[src/rtl/axi4_slave_read_burst_ctrl.sv]
// AXI4 slave read-burst sequencer.
// Takes one accepted AR transfer and walks its beats. Each beat reads the
// synchronous memory and presents one R-channel response. Burst types are
// FIXED, INCR and WRAP. SLVERR covers the whole burst; DECERR is per beat.
module axi4_slave_read_burst_ctrl #(
    parameter int ADDR_WIDTH   = 32,
    parameter int DATA_WIDTH   = 32,
    parameter int ID_WIDTH     = 4,
    parameter int BURST_LENGTH = 8,
    parameter int MEM_DEPTH    = 1024
) (
    input  logic                         clk,
    input  logic                         rst,
    input  logic                         ar_transfer_occurred,
    input  logic [ADDR_WIDTH-1:0]        latched_araddr,
    input  logic [ID_WIDTH-1:0]          latched_arid,
    input  logic [BURST_LENGTH-1:0]      latched_arlen,
    input  logic [2:0]                   latched_arsize,
    input  logic [1:0]                   latched_arburst,
    output logic                         mem_rd_en,
    output logic [$clog2(MEM_DEPTH)-1:0] mem_addr,
    input  logic [DATA_WIDTH-1:0]        mem_rdata,
    output logic                         rvalid,
    input  logic                         rready,
    output logic [DATA_WIDTH-1:0]        rdata,
    output logic [ID_WIDTH-1:0]          rid,
    output logic [1:0]                   rresp,
    output logic                         rlast,
    output logic                         busy,
    output logic                         overrun
);
    localparam int MAW = $clog2(MEM_DEPTH);
    localparam int BSH = $clog2(DATA_WIDTH / 8);
    localparam logic [ADDR_WIDTH-1:0] MEM_WORDS = ADDR_WIDTH'(MEM_DEPTH);

    typedef enum logic [1:0] {IDLE, ISSUE, WAIT, RESP} state_t;

    // Burst context captured when the transfer is accepted
    typedef struct packed {
        logic [ID_WIDTH-1:0]     id;
        logic [BURST_LENGTH-1:0] len;
        logic [2:0]              size;
        logic [1:0]              burst;
        logic                    slverr;
    } ctx_t;

    state_t                  state, state_nx;
    ctx_t                    ctx;
    logic [ADDR_WIDTH-1:0]   addr_q;
    logic [BURST_LENGTH-1:0] cnt;
    logic [ADDR_WIDTH-1:0]   bytes, total, lower, step_addr, next_addr;
    logic                    slverr_in, wrap_len_ok, decerr, beat_err, hs;

    assign hs  = rvalid && rready;
    assign rid = ctx.id;

    // Burst-wide error decision, made on the incoming fields
    always_comb begin
        wrap_len_ok = (latched_arlen == BURST_LENGTH'(1)) || (latched_arlen == BURST_LENGTH'(3)) ||
                      (latched_arlen == BURST_LENGTH'(7)) || (latched_arlen == BURST_LENGTH'(15));
        slverr_in   = (latched_arburst == 2'b11) ||
                      (int'(latched_arsize) > BSH) ||
                      ((latched_arburst == 2'b10) && !wrap_len_ok);
    end

    // Per-beat decode error and the address of the following beat
    always_comb begin
        decerr    = (addr_q >> BSH) >= MEM_WORDS;
        beat_err  = ctx.slverr || decerr;
        bytes     = ADDR_WIDTH'(1) << ctx.size;
        total     = bytes * (ADDR_WIDTH'(ctx.len) + ADDR_WIDTH'(1));
        lower     = addr_q & ~(total - ADDR_WIDTH'(1));
        step_addr = addr_q + bytes;
        unique case (ctx.burst)
            2'b00:   next_addr = addr_q;
            2'b01:   next_addr = (addr_q & ~(bytes - ADDR_WIDTH'(1))) + bytes;
            2'b10:   next_addr = (step_addr == lower + total) ? lower : step_addr;
            default: next_addr = step_addr;  // SLVERR burst, address is never used
        endcase
    end

    // State register
    always_ff @(posedge clk or negedge rst) begin
        if (!rst) state <= IDLE;
        else      state <= state_nx;
    end

    // Next-state logic
    always_comb begin
        state_nx = state;
        unique case (state)
            IDLE:    if (ar_transfer_occurred) state_nx = ISSUE;
            ISSUE:   state_nx = WAIT;
            WAIT:    state_nx = RESP;
            RESP:    if (hs) state_nx = (cnt == '0) ? IDLE : ISSUE;
            default: state_nx = IDLE;
        endcase
    end

    // Memory strobe and busy follow directly from the state
    always_comb begin
        busy      = (state != IDLE);
        mem_rd_en = (state == ISSUE) && !beat_err;
        mem_addr  = (state == ISSUE) ? addr_q[BSH +: MAW] : '0;
    end

    // Burst context, beat counter, address walk and the R-channel registers
    always_ff @(posedge clk or negedge rst) begin
        if (!rst) begin
            ctx     <= '0;
            addr_q  <= '0;
            cnt     <= '0;
            rvalid  <= 1'b0;
            rdata   <= '0;
            rresp   <= 2'b00;
            rlast   <= 1'b0;
            overrun <= 1'b0;
        end else begin
            if (ar_transfer_occurred) begin
                if (state == IDLE) begin
                    ctx    <= '{id: latched_arid, len: latched_arlen, size: latched_arsize,
                                burst: latched_arburst, slverr: slverr_in};
                    addr_q <= latched_araddr;
                    cnt    <= latched_arlen;
                end else begin
                    overrun <= 1'b1;
                end
            end
            if (state == WAIT) begin
                rvalid <= 1'b1;
                rdata  <= beat_err ? '0 : mem_rdata;
                rresp  <= ctx.slverr ? 2'b10 : (decerr ? 2'b11 : 2'b00);
                rlast  <= (cnt == '0);
            end
            if (state == RESP && hs) begin
                rvalid <= 1'b0;
                if (cnt != '0) begin
                    cnt    <= cnt - BURST_LENGTH'(1);
                    addr_q <= next_addr;
                end
            end
        end
    end
endmodule

[config.mk]
export PLATFORM = sky130hd
export DESIGN_NAME = axi4_slave_read_burst_ctrl
export DESIGN_NICKNAME = d
export VERILOG_FILES = /design/src/rtl/axi4_slave_read_burst_ctrl.sv
export SDC_FILE = /design/constraint.sdc
export NUM_CORES = 1
export LEC_CHECK = 0
export BUFFER_PORTS_ARGS = -buffer_cell sky130_fd_sc_hd__clkbuf_2
export CELL_PAD_IN_SITES_DETAIL_PLACEMENT = 0
export CELL_PAD_IN_SITES_GLOBAL_PLACEMENT = 1
export CORE_MARGIN = 4
export CORE_UTILIZATION = 45
export DETAILED_ROUTE_END_ITERATION = 10
export PLACE_DENSITY_LB_ADDON = 0.3
export RECOVER_POWER = 100
export SLEW_MARGIN = 15
export SYNTH_ARGS = -nofsm -noshare
export SYNTH_HDL_FRONTEND = slang
export SYNTH_SLANG_ARGS = --single-unit
[constraint.sdc]
create_clock -name clk -period 9.8 [get_ports clk]
set_input_delay 2.45 -clock clk [delete_from_list [all_inputs] [get_ports clk]]
set_output_delay 2.45 -clock clk [all_outputs]
set_load 0.02 [all_outputs]
# Yosys cells after proc, flatten, opt, wreduce, memory -nomap -nowiden
# Cells that the tools add are included.
# totals
regBits,97
inputBits,85
word_cells,85
out_inout_bits,53
# classes
bitwise_logic,5
n_shift,1
eq_ne,15
magnitude_cmp,2
mul,1
muxes,20
reduce_logical,21
add_sub_neg,7
# ops
cell,count
two-way mux 32 bit,6
adder 32 bit,3
one-hot mux 32 bit (3 select lines),1
AND 32 bit,2
NOT 32 bit,2
subtractor 32 x 1 -> 32 bit (second input constant),2
== test 32 bit,1
multiplier 32 x 9 -> 32 bit,1
two-way mux 8 bit,4
<< shifter 1 x 3 -> 32 bit (first input constant),1
>= comparator 30 x 11 -> 1 bit (second input constant),1
== test 2 bit (second input constant),5
two-way mux 10 bit,1
adder 8 x 1 -> 9 bit (second input constant),1
== test 8 x 1 -> 1 bit (second input constant),1
== test 8 x 2 -> 1 bit (second input constant),1
== test 8 x 3 -> 1 bit (second input constant),1
== test 8 x 4 -> 1 bit (second input constant),1
zero test 8 bit,1
two-way mux 2 bit,4
one-hot mux 2 bit (4 select lines),1
nonzero test 8 bit,1
subtractor 8 x 1 -> 8 bit (second input constant),1
logical OR 1 bit,6
other kinds (11),23

# Longest topological paths before layout
# Gate-level depths: netlist of the first run.
# depth
ltp_word,11
depth_mapped,39
depth_no_buf,34

# Worst setup path before layout of the first run
# No wires, ideal clock.
# synth_path
path_type,register to register
start,register ctx[6] (netlist name)
end,register addr_q[17]
setup_slack_ns,1.740
stages_incl_launch_ff,34
arrival_time_ns,7.994
setup_ns,0.065
required_time_ns,9.735
path_buffers,3
period_less_slack_ns,8.060
cell_sequence,dfrtp_1 clkbuf_1 and3_1 nand3_1 nor2_1 xnor2_1 nor2_1 fa_1 fa_1 fa_1 inv_1 fa_1 inv_1 ha_1 buf_6 a211oi_1 o21bai_2 a221oi_4 xnor2_2 nor4_4 xnor2_1 and2_1 ha_1 o21ai_0 a311oi_1 and3_1 a21oi_1 or2_2 a21oi_1 and4b_1 buf_6 mux2_2 o211ai_1 o221a_2
# synth_via
elab_chain_cells,11
# synth_rtl
element,line_no,source
"start, declared",48,ctx_t ctx;
"start signal, assigned",121,"ctx <= '{id: latched_arid, len: latched_arlen, size: latched_arsize,"
adder 8 x 1 -> 9 bit *,71,total = bytes * (ADDR_WIDTH'(ctx.len) + ADDR_WIDTH'(1));
multiplier 32 x 9 -> 32 bit *,71,
subtractor 32 x 1 -> 32 bit,72,lower = addr_q & ~(total - ADDR_WIDTH'(1));
NOT 32 bit,72,
AND 32 bit,72,
adder 32 bit,77,2'b10: next_addr = (step_addr == lower + total) ? lower : step_addr;
== test 32 bit,77,
two-way mux 32 bit *,77,
one-hot mux 32 bit (3 select lines) *,74,unique case (ctx.burst)
two-way mux 32 bit *,137,if (cnt != '0) begin
two-way mux 32 bit *,135,if (state == RESP && hs) begin
"end signal, assigned",123,addr_q <= latched_araddr;
"end signal, assigned",139,addr_q <= next_addr;
"end, declared",49,logic [ADDR_WIDTH-1:0] addr_q;
# Every way passes the cells marked *; elsewhere a longest branch is shown, timed or not.
# A chain may end at the register's enable or synchronous reset.

# Worst setup path after layout of the first run
# layout_path
start,register ctx[5] (netlist name)
end,register addr_q[29]
# layout_via
elab_chain_cells,11
word_cells_on_any_way,16
cone_classes,5 x add/sub; 1 x mul; 1 x eq/ne; 1 x shift; 4 x mux; 4 x bitwise
# layout_rtl
element,line_no,source
<< shifter 1 x 3 -> 32 bit *,70,bytes = ADDR_WIDTH'(1) << ctx.size;
multiplier 32 x 9 -> 32 bit,71,
subtractor 32 x 1 -> 32 bit,72,
NOT 32 bit,72,
AND 32 bit,72,
adder 32 bit,77,
== test 32 bit,77,
two-way mux 32 bit,77,
one-hot mux 32 bit (3 select lines) *,74,
two-way mux 32 bit *,137,
two-way mux 32 bit *,135,
# Marked as above.

==> flow_summary_export.csv, run 1 <==
group,metric,value,unit
timing,rsz0062_at_grt,"no",
setup_path,start_kind,"register",
timing,maxSlewViolCount,165,
setup_path,cp_slowest_cell,"dfrtp_1",
die,chipWidth,179,um
timing,fin_crit_sh,94.2,%
logic_synthesis,seq_area_frac_synth,18.4,%
setup_path,path_class,"reg2reg",
job,drv_cap,4,
die,core,28900,sq um
timing,slew_headroom,-117,%
clock_tree,tritoncts,"done",
logic_synthesis,synth_flop_cell,"dfrtp_1",
setup_path,critPathCapture,"addr_q[29]$_DFFE_PN0P_",
logic_synthesis,async_flop_share,100,%
logic_synthesis,synthesis.instances,1764,
layout,drive_gt1_share,10.7,%
logic_synthesis,synth.yosys.warnings,0,
power_and_ir_drop,cellPowerDensity,392,nW/um^2
timing,hold_violations,0,
global_route,track_usage,28.6,%
routing,drc,0,
routing,num_vias,13600,
setup_path,crit-reg2reg-launch,"ctx[5]$_DFFE_PN0P_",
setup_path,crit_fanout,27,
setup_path,cp.required,10.07,ns
clock_tree,htreeDepth,3,
timing,finalClockSkew,0.0189,ns
status,status,"finished, violations left",
placed_design,io_buffers,137,
routing,firstDrtPassIters,6,
setup_path,arrival,9.49,ns
worst_hold_path,min_path_type,"reg2reg",
setup_path,r2r_cells,31,
power_and_ir_drop,power_leakage,0.00599,uW
setup_path,cp_common_cell,"inv_1",
timing,fmax,0.108,GHz
routing,routed_wirelength,45700,um
layout,multiInputGateArea,9710,sq um
power_and_ir_drop,fin_total_pwr,5570,uW
global_route,grt_pass1_wl,72800,um
die,start_util,45.7,%
global_route,grt_max_degree,70,
clock_tree,cts.sinks,97,
die,rows,62,
power_and_ir_drop,ir_worst_vdd,0.183,mV
setup_path,rrSetupSlack,0.57,ns
placed_design,place.gp.congestion,0.973,
setup_path,path_buf_inv,6,
placed_design,place_ws,0.433,ns
die,die_y,179,um
setup_path,r2r_end,"addr_q[29]$_DFFE_PN0P_",
layout,num_antenna_cells,0,
layout,fin_cells,2205,
global_route,globalRoute.totalOverflow,0,
routing,via_per_inst,6.19,
timing,setup_viol_count_final,0,
global_route,grt_pass1_vias,12900,
timing,layout_min_cycle_time,9.23,ns
clock_tree,numCtsBuffers,9,
placed_design,detailed_place_hpwl,34400,um
logic_synthesis,syn_area,13200,sq um
layout,seqCellArea,2430,sq um
logic_synthesis,synth_edf_count,0,
status,violations,"max-capacitance violations, max-slew violations",
die,io-pin-count,138,
layout,final_common_cell,"nand2_1",
timing,fin_tns_setup,0,ns
setup_path,path_depth,31,
clock_tree,cts-root-buf,"clkbuf_16",
layout,layout.nets,2013,
setup_path,max_stage_delay,0.64,ns
die,die_area,32100,sq um
clock_tree,clk_pin_slew,0.09,ns
global_route,antenna_found_initial,0,
logic_synthesis,syn-num-nets,1960,
clock_tree,clk_latency,0.38,ns
logic_synthesis,synth-seq-cells,97,
routing,initialDrtViolationCount,1567,
routing,wl_per_cell,20.7,um
clock_tree,clockBufferDepth,2,
logic_synthesis,avgSynthCellArea,7.48,sq um
routing,ant_nets,0,
layout,area_growth,7.63,%
logic_synthesis,ys_types,118,
layout,final_cell_mix,"nand2_1 (187), nor2_1 (169), inv_1 (129)",
setup_path,end_kind,"register",
timing,setup_ws,0.573,ns
setup_path,path_delay_family,"simple AND/OR/NAND/NOR gates",
placed_design,dpl.cell_count,2189,
setup_path,startpoint,"ctx[5]$_DFFE_PN0P_",
timing,worstMarginPinSlew,3.25,ns
clock_tree,holdBufCountCts,0,
layout,n_fill_cell,2960,
where the power goes:
part	internal (uW)	switching [uW]	leakage (uW)	total (uW)
registers	517	330	0.00121	847
logic	1630	2730	0.00465	4360
clock network	175	186	0.000135	362
total	2320	3250	0.00599	5570
synth_stat cells, types with 6 or more instances:
| cell | instances | area share [%] |
|---|---|---|
| o211a_1 | 6 | 0.45 |
| nor3_1 | 38 | 1.4 |
| or2_2 | 9 | 0.43 |
| buf_1 | 9 | 0.26 |
| a211o_1 | 9 | 0.60 |
| o21ai_1 | 7 | 0.27 |
| a211oi_1 | 17 | 0.97 |
| nor2_1 | 171 | 4.9 |
| buf_2 | 14 | 0.53 |
| fa_1 | 44 | 6.7 |
| buf_6 | 6 | 0.51 |
| buf_4 | 7 | 0.40 |
| clkbuf_1 | 81 | 2.3 |
| or4_1 | 7 | 0.40 |
| inv_1 | 129 | 3.7 |
| nand4_1 | 27 | 1.3 |
| o211ai_1 | 19 | 1.1 |
| and2_1 | 31 | 1.5 |
| dfrtp_1 | 97 | 18 |
| o2111ai_1 | 8 | 0.53 |
| xor2_1 | 31 | 2.1 |
| nor4_1 | 24 | 1.1 |
| a22oi_1 | 10 | 0.57 |
| ha_1 | 67 | 6.4 |
| o21bai_1 | 8 | 0.45 |
| nand3_1 | 97 | 3.7 |
| and3_1 | 23 | 1.1 |
| o221ai_1 | 19 | 1.3 |
| o21a_1 | 10 | 0.57 |
| o22ai_1 | 31 | 1.5 |
| xnor2_1 | 60 | 4.0 |
| and4_1 | 10 | 0.66 |
| mux2i_1 | 18 | 1.4 |
| nand2b_1 | 26 | 1.2 |
| a21o_1 | 12 | 0.68 |
| nor2b_1 | 10 | 0.47 |
| a21oi_1 | 92 | 3.5 |
| a31oi_1 | 21 | 1.0 |
| nand2_1 | 187 | 5.3 |
| or3_1 | 18 | 0.85 |
| o21ai_0 | 110 | 4.2 |
final cells by class:
type,count,share of cell area [%]
clock inverter,6,0.352
inverter,132,3.49
multi-input combinational,1413,68.3
clock buffer,9,1.59
timing repair buffer,164,5.78
tap,384,3.38
sequential,97,17.1
metrics by stage:
step / hold WS [ns] / util, % / instance area (sq um)
after floorplan: 0.432 / - / 13200
after global placement: 0.441 / 48.5 / 14000
after detailed placement: 0.451 / 48.5 / 14000
after CTS: 0.465 / 49.4 / 14300
after global routing: 0.490 / 49.2 / 14200
final: 0.461 / 49.2 / 14200
cells by family (layout without fill, tap and decap cells):
group	after synthesis	after routing	synth area share (%)
and+or+nand+nor	721	721	27.5
muxes	24	24	1.88
xor gates and xnor gates	95	95	6.75
buffers and inverters	254	311	8.36
AOI/OAI and AO/OA	462	462	24.1
adders and majority gates	111	111	13.0
DFF	97	97	18.4
sequential cells by signal, indices dropped and copies added (netlist names):
signal   count
addr_q      32
cnt          8
ctx         14
overrun      1
rdata       32
rid          4
rlast        1
rresp        2
rvalid       1
state        2
layer usage:
layer	GRT usage [%]	part of all wire [%]	vias up
met2	43.8	44	664
li1	-	-	6396
met4	6.89	2.0	0
met5	0	0	-
met3	5.15	9.1	79
met1	41.8	45	6502
repair_timing:
item	CTS	global route
gates resized for setup	0	4
setup buffers	0	1
setup endpoints to repair	0	26
worst min-delay path by stage:
| stage | start | end | slack [ns] | cells past startpoint |
|---|---|---|---|---|
| finish | cnt[5]$_DFF_PN0_ | cnt[5]$_DFF_PN0_ | 0.46 | 2 |
| global route | cnt[5]$_DFF_PN0_ | cnt[5]$_DFF_PN0_ | 0.49 | 2 |
| CTS | cnt[5]$_DFF_PN0_ | cnt[5]$_DFF_PN0_ | 0.46 | 2 |
| detailed placement | cnt[5]$_DFF_PN0_ | cnt[5]$_DFF_PN0_ | 0.45 | 2 |
| global placement | overrun$_DFFE_PN0P_ | overrun$_DFFE_PN0P_ | 0.44 | 1 |
| floorplan | cnt[5]$_DFF_PN0_ | cnt[5]$_DFF_PN0_ | 0.43 | 2 |
worst register-to-register path: cells and delay by family, from the launching register on:
| kind | cells | cell delay [ns] |
|---|---|---|
| mux | 1 | 0.09 |
| compound gates | 6 | 1.31 |
| buf+inv | 6 | 0.89 |
| fa+ha+maj | 6 | 2.77 |
| simple gates | 11 | 3.33 |
| xor+xnor | 1 | 0.10 |
| flops | 1 | 0.64 |
No activity file was read; power rests on OpenSTA's default activity.
==> run 2: changes to the inputs <==
--- a/config.mk
+++ b/config.mk
@@ -10,5 +10,6 @@
 export CELL_PAD_IN_SITES_GLOBAL_PLACEMENT = 1
 export CORE_MARGIN = 4
-export CORE_UTILIZATION = 45
+export CORE_UTILIZATION = 49
+export CTS_CLUSTER_DIAMETER = 60
 export DETAILED_ROUTE_END_ITERATION = 10
 export PLACE_DENSITY_LB_ADDON = 0.3
==> constraint.sdc (replaced) <==
create_clock -name clk -period 11.95 [get_ports clk]
set_input_delay 1.7925 -clock clk [delete_from_list [all_inputs] [get_ports clk]]
set_output_delay 1.7925 -clock clk [all_outputs]
set_load 0.02 [all_outputs]
==> run 2 against run 1 <==
Against the previous run: the run still ends with max-capacitance violations, max-slew violations left; count of clock-buffer cells in the layout unchanged; non-clock buffer count fell by 14; combinational power decreased by 19%; critical path depth decreased by 3; fmax down 12%; clock power is 9.1% lower; hold slack better by 0.019 ns; global-route usage is 1.5 points higher; clock skew rose by 0.0017 ns; register-to-register slack better by 0.92 ns; total power is 18% lower.
==> flow_summary_export.csv, run 2 (synthesis gave the netlist of run 1 again) <==
group,metric,value,unit
status,status,"finished, violations left",
status,violations,"max-capacitance violations, max-slew violations",
routing,ant_nets,0,
layout,layout.nets,1999,
timing,setup_viol_count_final,0,
die,core,26300,sq um
clock_tree,numCtsBuffers,9,
timing,layout_min_cycle_time,10.46,ns
die,die_y,172,um
global_route,track_usage,30.1,%
clock_tree,cts_setup_buffers,0,
routing,drc,0,
worst_hold_path,min_path_type,"reg2reg",
global_route,grt_max_degree,70,
placed_design,placed_area,13800,sq um
die,io-pin-count,138,
clock_tree,clk_pin_slew,0.09,ns
setup_path,cp.required,12.17,ns
layout,reg_top3,"addr_q (32), rdata (32), ctx (14)",
placed_design,place.gp.congestion,0.991,
global_route,top_usage_layer,"met2",
die,start_util,50.2,%
die,rows,59,
global_route,met2_usage,45.7,%
routing,routed_wirelength,45100,um
timing,maxSlewViolCount,170,
layout,area_growth,6.16,%
setup_path,cp_slowest_cell,"and4b_2",
clock_tree,clk_latency,0.38,ns
placed_design,detailed_place_hpwl,33700,um
layout,num_antenna_cells,0,
clock_tree,htreeDepth,3,
routing,wl_per_cell,21.1,um
job,drv_cap,4,
clock_tree,clockBufferDepth,2,
timing,fmax,0.0956,GHz
clock_tree,holdBufCountCts,0,
timing,rsz0062_at_grt,"no",
power_and_ir_drop,cellPowerDensity,325,nW/um^2
layout,n_fill_cell,2641,
routing,firstDrtPassIters,6,
setup_path,crit_fanout,51,
global_route,grt_pass1_wl,71600,um
die,chipWidth,172,um
layout,finalInstanceArea,14000,sq um
clock_tree,cts.sinks,97,
power_and_ir_drop,ir_worst_vdd,0.246,mV
routing,num_vias,13700,
layout,drive_gt1_share,9.85,%
setup_path,path_class,"reg2reg",
timing,hold_violations,0,
layout,final_cell_mix,"nand2_1 (187), nor2_1 (171), inv_1 (129)",
global_route,grt_pass1_vias,13000,
clock_tree,cts-root-buf,"clkbuf_16",
layout,final_common_cell,"nand2_1",
setup_path,end_kind,"register",
setup_path,max_stage_delay,0.94,ns
global_route,grt_use_met1,43.8,%
timing,fin_crit_sh,87.5,%
setup_path,arrival,10.68,ns
clock_tree,tritoncts,"done",
clock_tree,ctsResizeCount,0,
setup_path,start_kind,"register",
global_route,gr-usage-met3,6.13,%
setup_path,cp_common_cell,"fa_1",
placed_design,io_buffers,137,
routing,via_per_inst,6.38,
power_and_ir_drop,power_leakage,0.00594,uW
die,die_area,29600,sq um
global_route,globalRoute.totalOverflow,0,
routing,initialDrtViolationCount,1640,
timing,slew_headroom,-119,%
timing,fin_tns_setup,0,ns
timing,finalClockSkew,0.0206,ns
global_route,antenna_found_initial,0,
timing,worstMarginPinSlew,3.28,ns
-- run 2: cell types whose count changed in the layout (fill, tap and decap cells not counted), sizes merged --
cell and change:
buf -12, clkinv +3, clkbuf -2, clkinvlp -1, inv -1
-- run 2: area by class of cell --
cell class	count	area [sq um]	area share, %
Timing Repair Buffer	150	712	5.08
Multi-Input combinational cell	1413	9650	68.9
Clock buffer	9	225	1.61
Tap cell	335	419	2.99
Clock inverter	7	81.3	0.580
Inverter	132	495	3.54
Sequential cell	97	2430	17.3
-- run 2: routing by layer --
metal,share of wire [%],up-vias
met3,10,76
li1,-,6375
met5,0,-
met2,44,720
met1,44,6506
met4,2.6,0
-- run 2: final timing paths --
check                               startpoint                     end  slack (ns)  depth (start not counted)
max                         ctx[3]$_DFFE_PN0P_  addr_q[30]$_DFFE_PN0P_        1.49                         28
min                        overrun$_DFFE_PN0P_     overrun$_DFFE_PN0P_        0.48                          1
max reg2reg                 ctx[3]$_DFFE_PN0P_  addr_q[30]$_DFFE_PN0P_        1.49                         28
min reg2reg                overrun$_DFFE_PN0P_     overrun$_DFFE_PN0P_        0.48                          1
max in group asynchronous                  rst   rdata[29]$_DFFE_PN0P_        5.84                          2
min in group asynchronous                  rst  addr_q[20]$_DFFE_PN0P_        2.48                          1
-- run 2: worst max-delay path, delay by kind of cell, from the launching register on --
kind / cells / cell delay, ns
AO/OA/AOI/OAI: 10 / 2.57
XOR/XNOR: 1 / 0.11
adder cells (fa/ha/maj): 6 / 3.00
buffers and inverters: 3 / 0.44
flip-flops: 1 / 0.70
AND/OR/NAND/NOR: 8 / 3.42
-- run 2: where the power goes --
part           leakage [uW]  internal [uW]  switching [uW]  total (uW)
logic               0.00458           1310            2210        3520
clock network      0.000150            151             178         329
registers           0.00121            424             276         700
-- run 2: stage by stage --
step	utilization (%)	setup slack (ns)	power, uW	hold WS [ns]	instances
2_1_floorplan	-	3.89	3340	0.432	1764
3_3_place_gp	52.5	2.27	4100	0.444	2127
3_5_place_dp	52.5	1.98	4130	0.466	2127
4_1_cts	53.7	1.95	4480	0.487	2143
5_1_grt	53.3	0.533	4910	0.503	2143
6_report	53.3	1.49	4550	0.480	2143
